[config.mk]
export PLATFORM = sky130hd
export DESIGN_NAME = sched_req_queue
export DESIGN_NICKNAME = d
export VERILOG_FILES = /design/src/rtl/sched_req_queue.sv
export SDC_FILE = /design/constraint.sdc
export NUM_CORES = 1
export LEC_CHECK = 0
export BUFFER_PORTS_ARGS = -buffer_cell sky130_fd_sc_hd__buf_2
export CAP_MARGIN = 0
export CORE_ASPECT_RATIO = 1.4
export CORE_MARGIN = 10
export CORE_UTILIZATION = 35
export DETAILED_ROUTE_END_ITERATION = 8
export PLACE_DENSITY = 0.49
export REMOVE_ABC_BUFFERS = 1
export SLEW_MARGIN = 20
export SYNTH_ARGS = -nofsm -noshare
export SYNTH_HDL_FRONTEND = slang
export SYNTH_SLANG_ARGS = --single-unit
export TNS_END_PERCENT = 5
[constraint.sdc]
create_clock -name clk -period 2.4 [get_ports clk]
set_input_delay 0.12 -clock clk [delete_from_list [all_inputs] [get_ports clk]]
set_output_delay 0.12 -clock clk [all_outputs]
set_load 0.01 [all_outputs]
[src/rtl/sched_req_queue.sv]
// Per-source request FIFOs feeding a round-robin scheduler; the granted FIFO
// is popped into a single registered output slot with valid/ready handshake.
module sched_req_queue #(
    parameter int LG_N = 2,
    parameter int LG_D = 2,
    parameter int W    = 32
) (
    input  logic                     clk,
    input  logic                     rst_n,
    input  logic [(1<<LG_N)-1:0]     in_valid,
    output logic [(1<<LG_N)-1:0]     in_ready,
    input  logic [(1<<LG_N)*W-1:0]   in_data,
    output logic [(1<<LG_N)-1:0]     req,
    input  logic [LG_N:0]            gnt,
    output logic                     out_valid,
    input  logic                     out_ready,
    output logic [W-1:0]             out_data,
    output logic [LG_N-1:0]          out_src
);
    localparam int N = 1 << LG_N;
    localparam int D = 1 << LG_D;
    localparam logic [LG_D:0] PTR_ONE = (LG_D+1)'(1);

    // Pointers carry one extra wrap bit so full and empty are distinguishable.
    logic [N-1:0][LG_D:0] head, tail;
    logic [W-1:0]         mem [N*D];

    logic [N-1:0]    full, empty, push;
    logic [LG_N-1:0] g;
    logic            fire;

    // NOTE: every always_comb output gets a default first so no latch is inferred.
    always_comb begin
        full  = '0;
        empty = '0;
        for (int i = 0; i < N; i++) begin
            empty[i] = (head[i] == tail[i]);
            full[i]  = (head[i][LG_D-1:0] == tail[i][LG_D-1:0]) &&
                       (head[i][LG_D] != tail[i][LG_D]);
        end
    end

    assign in_ready = ~full;
    assign req      = ~empty;
    assign push     = in_valid & in_ready;
    assign g        = gnt[LG_N-1:0];
    assign fire     = !gnt[LG_N] && req[g] && (!out_valid || out_ready);

    // NOTE: sequential state uses non-blocking assignments so every flop samples pre-edge values.
    always_ff @(posedge clk or negedge rst_n) begin
        if (!rst_n) begin
            head <= '0;
            tail <= '0;
        end else begin
            for (int i = 0; i < N; i++) begin
                if (push[i]) tail[i] <= tail[i] + PTR_ONE;
                if (fire && (g == LG_N'(i))) head[i] <= head[i] + PTR_ONE;
            end
        end
    end

    // NOTE: storage is deliberately not reset; clearing the pointers already discards the contents.
    always_ff @(posedge clk) begin
        for (int i = 0; i < N; i++) begin
            if (push[i]) mem[{LG_N'(i), tail[i][LG_D-1:0]}] <= in_data[i*W +: W];
        end
    end

    always_ff @(posedge clk or negedge rst_n) begin
        if (!rst_n) begin
            out_valid <= 1'b0;
            out_data  <= '0;
            out_src   <= '0;
        end else if (fire) begin
            out_valid <= 1'b1;
            out_data  <= mem[{g, head[g][LG_D-1:0]}];
            out_src   <= g;
        end else if (out_ready) begin
            out_valid <= 1'b0;
        end
    end

    // A grant to an empty source is a scheduler bug; stop simulation loudly.
    assert property (@(posedge clk) disable iff (!rst_n) gnt[LG_N] || req[g])
        else $fatal(1, "grant to empty source: gnt=%b req=%b", gnt, req);

endmodule
# Yosys cells after proc, flatten, opt, wreduce, memory -nomap -nowiden

Memories as Yosys holds them, arrays and structs flattened. A register that Yosys moved wholly into a read port is not among the register bits.
Cells that the tools add are included.
W data, S select, Z words.

Register bits after elaboration: 27
RAM bits: 512
Input bits: 138
Output and inout port bits: 43
Word-level logic and storage cells: 68
Memories kept: 1

$add $sub $neg: 8
$lt $le $gt $ge: 1
Eq/ne operators: 15
Mux-type cells: 14
Bitwise operators: 3
Reduce and logical (&&, ||, !) cells: 16

Memory list:

| name | depth | width | read ports | clocked after Yosys merged registers in | wr ports | RTL line | RTL |
|---|---|---|---|---|---|---|---|
| mem  | 16    | 32    | 1          | 1                                       | 4        | 26       | `logic [W-1:0] mem [N*D];` |

Operators by type and width:

| cell                  | count |
|---|---|
| $add A3 B1 Y3 const B | 8 |
| $eq A3 B3 Y1          | 4 |
| $mux W1               | 11 |
| $logic_and A1 B1 Y1   | 10 |
| $eq A2 B2 Y1          | 4 |
| $not A4 Y4            | 2 |
| $bmux W3 S2           | 1 |
| $and A4 B4 Y4         | 1 |
| $eq A2 B2 Y1 const B  | 2 |
| $ne A1 B1 Y1          | 4 |
| $logic_not A1 Y1      | 3 |
| $lt A2 B3 Y1 const B  | 1 |
| $bmux W1 S2           | 1 |
| $eq A2 B1 Y1 const B  | 1 |
| $logic_not A2 Y1      | 1 |
| $mux W2               | 1 |
| $reduce_bool A2 Y1    | 1 |
| $logic_or A1 B1 Y1    | 1 |

# Longest topological paths before layout

Gate-level depths: netlist of the first run.

Depth in word-level cells: 7
Mapped depth: 9

# Worst setup path before layout of the first run

Ideal clock, no wire load.

Path type: register to register
From: register head[9] (netlist bit)
To: register out_data[10], read port of mem
Setup time: 0.125 ns
Arrival time: 2.351 ns
Data required time: 2.275 ns
Path slack: -0.076 ns
Stages on the path, launching flop included: 10
Clock period less this slack: 2.476 ns
Path through: dfrtp_1 -> buf_6 -> xor2_1 -> or3_1 -> mux4_2 -> buf_6 -> and2_4 -> buf_6 -> buf_6 -> mux2_4

Word-level cells in the longest chain between the ends: 6

RTL lines:

| what                             | RTL line | RTL |
|---|---|---|
| start: declaration               | 25       | `logic [N-1:0][LG_D:0] head, tail;` |
| start signal: indexed assignment | 57       | `if (fire && (g == LG_N'(i))) head[i] <= head[i] + PTR_ONE;` |
| $eq A3 B3 Y1                     | 37       | `empty[i] = (head[i] == tail[i]);` |
| $not A4 Y4                       | 44       | `assign req = ~empty;` |
| net req[3]                       | 13       | `output logic [(1<<LG_N)-1:0] req,` |
| $bmux W1 S2                      | 47       | `assign fire = !gnt[LG_N] && req[g] && (!out_valid \|\| out_ready);` |
| $mux W1 (implied by the code)    | 47       |  |
| $logic_and A1 B1 Y1 (2 in a row) | 47       |  |
| end: declaration                 | 17       | `output logic [W-1:0] out_data,` |

The timed path passes the listed nets, and every way through them passes these cells. The select of a mux whose other input is x is not followed.
A chain may end at the register's enable or synchronous reset.

# Worst setup path after layout of the first run

From: register head[10] (netlist bit)
To: register out_data[6], read port of mem

Word-level cells in the longest chain between the ends: 6

RTL lines:

| what                             | RTL line |
|---|---|
| $eq A3 B3 Y1                     | 37 |
| $not A4 Y4                       | 44 |
| $bmux W1 S2                      | 47 |
| $mux W1 (implied by the code)    | 47 |
| $logic_and A1 B1 Y1 (2 in a row) | 47 |

Several ways; a longest one is shown, not always the timed one. The select of a mux whose other input is x is not followed.

==> metrics.md, run 1 <==
| Metric | Value |
|---|---|
| Met3 WL post-DR | `roughly 2500 µm` |
| Top-count cell post-synth | `edfxtp_1` |
| EDFF count, synth | `about 510` |
| Final min period | `between 2000 and 3000 ps` |
| Slew Limit Headroom | `between 50% and 60%` |
| Comb power frac | `35.3%` |
| Synth warn | `0` |
| Mean post-synth cell area | `~18 µm²` |
| Nets | `1857` |
| Synth area leader | `edfxtp_1` |
| Placed cell areas | `25690 µm²` |
| Failing checks | `negative setup slack` |
| Remaining Overflow, GRT | `0` |
| Leakage | `around 0.011 µW` |
| Sequential cell area fraction in the yosys report | `between 70% and 80%` |
| Proportion of layout cells with a drive suffix above 1 | `between 30% and 40%` |
| First-pass GRT wire length | `between 90000 and 100000 µm` |
| RSZ-0062 raised after global routing | `yes` |
| Crit path required time | `~2900 ps` |
| Antenna violations before repair | `8` |
| Clk sinks | `about 570` |
| Final Hold Viols | `0` |
| Depth of the CTS H-tree | `2` |
| Met2 routed WL | `a little under 30000 µm` |
| Setup crit start kind | `flip-flop` |
| M1 WL | `approximately 28000 µm` |
| Setup-failing EPs final | `32` |
| Final Slew Violations | `0` |
| Worst-path clk slew | `60 ps` |
| Period utilisation layout | `112.4%` |
| Final wirelength | `around 61000 µm` |
| Die area | `about 76000 µm²` |
| Yosys reg bits | `around 570` |
| Cell area after synthesis | `roughly 23000 µm²` |
| Post-Synthesis Cells | `approximately 1300` |
| Via count | `12850` |
| Worst Clk Skew | `15.21 ps` |
| First drt pass iteration count | `5` |
| Setup_tns | `-5913 ps` |
| DR WL/cell | `about 24 µm` |
| TritonCTS clock tree | `built` |
| VDD IR max | `0.6162 mV` |
| Synth cell types | `42` |
| Switching part of the total | `a little under a third` |
| Layout filler cell count | `approximately 5700` |
| CTS root buf | `clkbuf_16` |
| Total I/O pin count | `~180` |
| Fmax | `~370 MHz` |
| Clock Power Share | `between 20% and 30%` |
| Crit path max-delay family | `multiplexers` |
| Cell Chain, Critical Path | `mux4_4 > buf_12 > mux2i_1 > nor2_1 > or4_1 > mux2_4` |
| Die Span X | `between 200 and 250 µm` |
| Top sig layer | `met5` |
| Design Area, Final | `28990 µm²` |
| Critical Path AT | `around 3200 ps` |
| Max Cap Violations | `0` |
| Vias/cell | `slightly below 5` |
| Final Worst Setup Slack | `-298.2 ps` |
| 1st-iter DRT viols | `926` |
| Register share of total power | `between 40% and 50%` |
| Total track usage | `between 10% and 20%` |
| Vias in the first global route | `~13000` |
| Area share of the largest cell type after synthesis | `between 60% and 70%` |
| HP Class | `in -> reg` |
| # DRC | `0` |
| Pin count of the biggest net entering global routing | `48` |
| Num CTS Buffers | `54` |
| Ys flop type | `edfxtp_1` |
| Top post-synthesis cells by count | `edfxtp_1 (512), mux2i_1 (182), mux2_2 (70)` |
| Worst-path maximum fanout | `47` |
| Initial Util | `approximately a third` |
| Cell Rows | `110` |
| Slew @ Worst Pin | `around 600 ps` |
| CP max stage delay | `around 670 ps` |
| Die height | `approximately 320 µm` |
| CP Class | `reg -> reg` |
| Synth area leaders | `edfxtp_1 (68%), mux2i_1 (8.0%), dfrtp_1 (6.5%)` |
| IO buf count | `180` |
| Clk buf depth | `3` |
| Pint | `around 24000 µW` |
| Clock insertion delay at the later pin of the skew report | `around 600 ps` |
| Buf+Inv Stages, Crit Path | `1` |
| Power per Cell Area | `approximately 1200 nW/µm²` |
| Status | `finished, violations left` |
| HPWL after DPL | `~41000 µm` |
| Core region area | `64410 µm²` |
| Syn-to-layout area delta | `27.45%` |
| Async set-reset flop share out of synthesis | `approximately a tenth` |
| Post-route antenna net violation count | `0` |
| Crit. End Element | `flip-flop` |
| Routability cong. | `between 0.7 and 0.8` |
| Switching power | `between 10000 and 15000 µW` |
| Slowest-stage cell, CP | `mux4_4` |
==> worst min-delay path, cell delays in order <==
cell and delay [ps]:
buf_2 110, a21boi_1 160, buf_4 150, xnor2_1 60
==> layout make-up <==
type	count	area [µm²]	share of cell area (%)
inverter	12	45.04	0.1554
sequential	571	16850	58.14
clock inverter	18	115.1	0.3971
multi-input combinational	625	5687	19.62
antenna	7	17.52	0.06043
timing repair buffer	435	3691	12.73
clock buffer	81	1526	5.266
tap	840	1051	3.626
==> power groups by stage <==
stage               logic (µW)  clock network (µW)  registers (µW)
global placement         11600                   0           14500
floorplan                 6360                   0           14700
CTS                      12100                8330           14400
finish                   12200                8080           14400
global route             13200                8720           14500
detailed placement       11800                   0           14600
==> layout by cell type, fill, tap and decap left out, types with 9 or more instances in the layout <==
master / n
edfxtp_1: 512
buf_2: 179
mux2i_1: 171
dlygate4sd3_1: 135
buf_4: 74
mux2_2: 70
clkbuf_16: 59
dfrtp_1: 58
o22ai_1: 53
buf_12: 37
a21oi_1: 35
nand2_1: 29
nor2_1: 26
a22oi_1: 23
clkbuf_1: 23
mux2_4: 22
or4_1: 22
ha_1: 20
xnor2_1: 16
a221oi_2: 16
inv_1: 12
xor2_1: 12
o211ai_1: 12
and2_1: 10
clkinv_2: 10
and2_2: 9
==> per-stage QoR <==
stage / setup slack [ps] / hold WS (ps) / total power, µW / utilization [%] / instances
5_1_grt: -351.4 / 48.86 / 36480 / 45.00 / 2588
2_1_floorplan: -2199 / -175.6 / 21010 / - / 1208
4_1_cts: -266.0 / 21.82 / 34790 / 44.63 / 2579
6_report: -298.2 / 41.12 / 34690 / 45.00 / 2589
3_3_place_gp: -279.4 / 159.5 / 26170 / 39.89 / 2345
3_5_place_dp: -277.8 / 164.8 / 26300 / 39.89 / 2345
==> kinds of logic after synthesis <==
kind of cell,synth area share (%)
DFF,74.10
muxes,13.33
AOI/OAI and AO/OA,5.755
and+or+nand+nor,2.817
buffers and inverters,1.827
xor gates and xnor gates,1.078
adders and majority gates,1.100
==> final timing paths <==
path	slack, ps	start	cells after the start	to
min in group asynchronous	80	rst_n	2	tail[2]$_DFFE_PN0P_
worst min register to register	490	tail[5]$_DFFE_PN0P_	1	tail[5]$_DFFE_PN0P_
worst min-delay path	40	in_valid[2]	4	tail[6]$_DFFE_PN0P_
worst max register to register	-300	head[10]$_DFFE_PN0P_	6	out_data[6]$_DFFE_PN0P_
max in group asynchronous	1580	rst_n	3	out_data[7]$_DFFE_PN0P_
worst max-delay path	-300	head[10]$_DFFE_PN0P_	6	out_data[6]$_DFFE_PN0P_
==> state kept, by name, summed over array words and instances, names as in the netlist <==
name and count:
out_data 32, mem 512, out_valid 1, out_src 2
head 12, tail 12
==> what timing repair did <==
item | 4_1_cts | 5_1_grt
pin swaps | 4 | 12
setup buffers | 0 | 1
cloned | 0 | 2
endpoints found under the hold margin | 565 | 0
hold buffers | 135 | 0
endpoints found under the setup margin | 37 | 37
resized for setup | 13 | 30
==> per-layer routing <==
layer | GRT usage [%] | vias to the layer above
met2 | 25.77 | 273
met3 | 2.525 | 75
li1 | - | 5905
met4 | 4.466 | 2
met5 | 0 | -
met1 | 21.18 | 6592
(Power assumes the default switching activity.)
==> inputs of run 2 (changes only) <==
--- a/config.mk
+++ b/config.mk
@@ -13,6 +13,8 @@
 export DETAILED_ROUTE_END_ITERATION = 8
 export PLACE_DENSITY = 0.49
 export REMOVE_ABC_BUFFERS = 1
+export SKIP_CTS_REPAIR_TIMING = 1
+export SKIP_LAST_GASP = 1
 export SLEW_MARGIN = 20
 export SYNTH_ARGS = -nofsm -noshare
 export SYNTH_HDL_FRONTEND = slang
==> metrics.md, run 2 (synthesis results as in run 1) <==
| Metric | Value |
|---|---|
| Syn-to-layout area delta | `26.30%` |
| Switching part of the total | `31.71% (-0.11 points)` |
| Die height | `321.6 µm (unchanged)` |
| Setup_tns | `-5951 ps (-38.63 ps)` |
| Slew Limit Headroom | `59.70% (about the same)` |
| Die Span X | `235.4 µm (unchanged)` |
| Nets | `1853 (-0.22%)` |
| Reg area | `16850 µm² (unchanged)` |
| Hold depth | `3 (-1)` |
| Setup-failing EPs final | `37 (+16%)` |
| Most frequent cells in the layout | `edfxtp_1 (512), mux2i_1 (179), buf_2 (179)` |
| Worst-path maximum fanout | `47 (unchanged)` |
| Fmax | `373.3 MHz (+0.74%)` |
| Remaining Overflow, GRT | `0 (unchanged)` |
| TritonCTS clock tree | `built` |
| Pin count of the biggest net entering global routing | `48 (unchanged)` |
| Core region area | `64410 µm² (unchanged)` |
| IO buf count | `180 (unchanged)` |
| Total track usage | `15.50% (-0.22 points)` |
| Tot Pwr | `34200 µW (-1.4%)` |
| First-pass GRT wire length | `87850 µm (-2.5%)` |
| Crit. End Element | `flip-flop` |
| R2R Setup Slk | `-280 ps (+20 ps)` |
| Initial Util | `35.31% (unchanged)` |
| Via count | `12820 (-0.20%)` |
| Most common cell after layout, fill and taps aside | `edfxtp_1` |
| Clk buf depth | `3 (unchanged)` |
| Leakage | `0.01054 µW (-0.44%)` |
| Routability cong. | `0.7831 (unchanged)` |
| CTS root buf | `clkbuf_16` |
| Antenna violations before repair | `9 (+1)` |
| HPWL after DPL | `41040 µm (unchanged)` |
| Final Util | `44.59% (-0.41 points)` |
| Clk sinks | `571 (unchanged)` |
| Switching power | `10840 µW (-1.7%)` |
| Die area | `75720 µm² (unchanged)` |
| Cell Rows | `110 (unchanged)` |
| HP Class | `in -> reg` |
| DR WL/cell | `23.41 µm (-0.77%)` |
| R2r worst-path depth | `6 (unchanged)` |
| Pint | `23350 µW (-1.2%)` |
| Max Cap Violations | `0 (unchanged)` |
| Register share of total power | `41.9% (+0.5 points)` |
| Crit path required time | `2880 ps (about the same)` |
| Largest register FFs | `512 (unchanged)` |
| Non-Filler Instances | `2587 (-0.077%)` |
| Period utilisation layout | `111.6% (-0.82 points)` |
| Depth of the CTS H-tree | `2 (unchanged)` |
| Final min period | `2678 ps (-19.76 ps)` |
| Power per Cell Area | `1191 nW/µm² (-0.50%)` |
| RSZ-0062 raised after global routing | `yes` |
| Final wirelength | `60570 µm (-0.85%)` |
| Vias/cell | `4.956 (-0.13%)` |
| Placed Cells | `2345 (unchanged)` |
| Final Worst Setup Slack | `-278.5 ps (+19.76 ps)` |
| Status | `finished, violations left` |
| Critical Path AT | `3160 ps (-20 ps)` |
| 1st-iter DRT viols | `953 (+2.9%)` |
| Total I/O pin count | `181 (unchanged)` |
| Slew @ Worst Pin | `603.2 ps (-0.1213 ps)` |
| Setup crit start kind | `flip-flop` |
| Final Hold Viols | `0 (unchanged)` |
| Vias in the first global route | `12560 (-6.0%)` |
| VDD IR max | `0.6159 mV (about the same)` |
| Clock Power Share | `23.6% (+0.3 points)` |
| Comb power frac | `34.4% (-0.9 points)` |
| Worst-path clk slew | `60 ps (about the same)` |
| Failing checks | `negative setup slack` |
| Num CTS Buffers | `54 (unchanged)` |
| Final Slew Violations | `0 (unchanged)` |
| Worst Clk Skew | `14.90 ps (-0.3144 ps)` |
| # DRC | `0 (unchanged)` |
| Proportion of layout cells with a drive suffix above 1 | `28.94% (-1.2 points)` |
| Post-Place Setup Slack | `-277.8 ps (unchanged)` |
| CP Class | `reg -> reg` |
| First drt pass iteration count | `6 (+1)` |
| Layout filler cell count | `5687 (+0.53%)` |
| Clock insertion delay at the later pin of the skew report | `600 ps (about the same)` |
| Multi-input gate area | `5528 µm² (-2.8%)` |
| Post-route antenna net violation count | `0 (unchanged)` |
[run 2: metrics by stage]
stage	hold WS, ps	instance area [µm²]
2_1_floorplan	-175.6	22370
3_3_place_gp	159.5	25690
3_5_place_dp	164.8	25690
4_1_cts	-497.5	27340
5_1_grt	9.540	28720
6_report	6.955	28720
[run 2: power by group through the flow]
| stage | Combinational [µW] | Sequential, µW | Clock, µW |
|---|---|---|---|
| floorplan | 6360 | 14700 | 0 |
| global placement | 11600 | 14500 | 0 |
| detailed placement | 11800 | 14600 | 0 |
| CTS | 11800 | 14400 | 8330 |
| global route | 12800 | 14500 | 8720 |
| finish | 11800 | 14300 | 8090 |
[run 2: cell type report]
cell class	instances	area share (%)
Tap cell	840	3.659
Inverter	12	0.1568
Clock inverter	18	0.4007
Timing Repair Buffer	431	12.48
Multi-Input combinational cell	625	19.24
Clock buffer	81	5.314
Sequential cell	571	58.67
Antenna cell	9	0.07841
[run 2: critical path, cell delays in order (launching register included)]
cell	delay [ps]
dfrtp_1	410
mux4_4	670
buf_12	220
mux2i_1	320
o22ai_1	110
or4_1	460
mux2_4	260
[run 2: worst paths after layout]
| kind | from | to |
|---|---|---|
| max in group asynchronous | rst_n | out_data[7]$_DFFE_PN0P_ |
| min | in_valid[3] | tail[9]$_DFFE_PN0P_ |
| min reg2reg | tail[5]$_DFFE_PN0P_ | tail[5]$_DFFE_PN0P_ |
| max reg2reg | head[10]$_DFFE_PN0P_ | out_data[6]$_DFFE_PN0P_ |
| max | head[10]$_DFFE_PN0P_ | out_data[6]$_DFFE_PN0P_ |
| min in group asynchronous | rst_n | tail[0]$_DFFE_PN0P_ |
[run 2: metal layers]
layer / global-route usage [%] / routed length, µm / vias up
met5: 0 / 0 / -
met4: 4.295 / 1226 / 0
met3: 3.165 / 2716 / 72
met2: 25.13 / 29240 / 270
met1: 20.74 / 27390 / 6576
li1: - / - / 5903
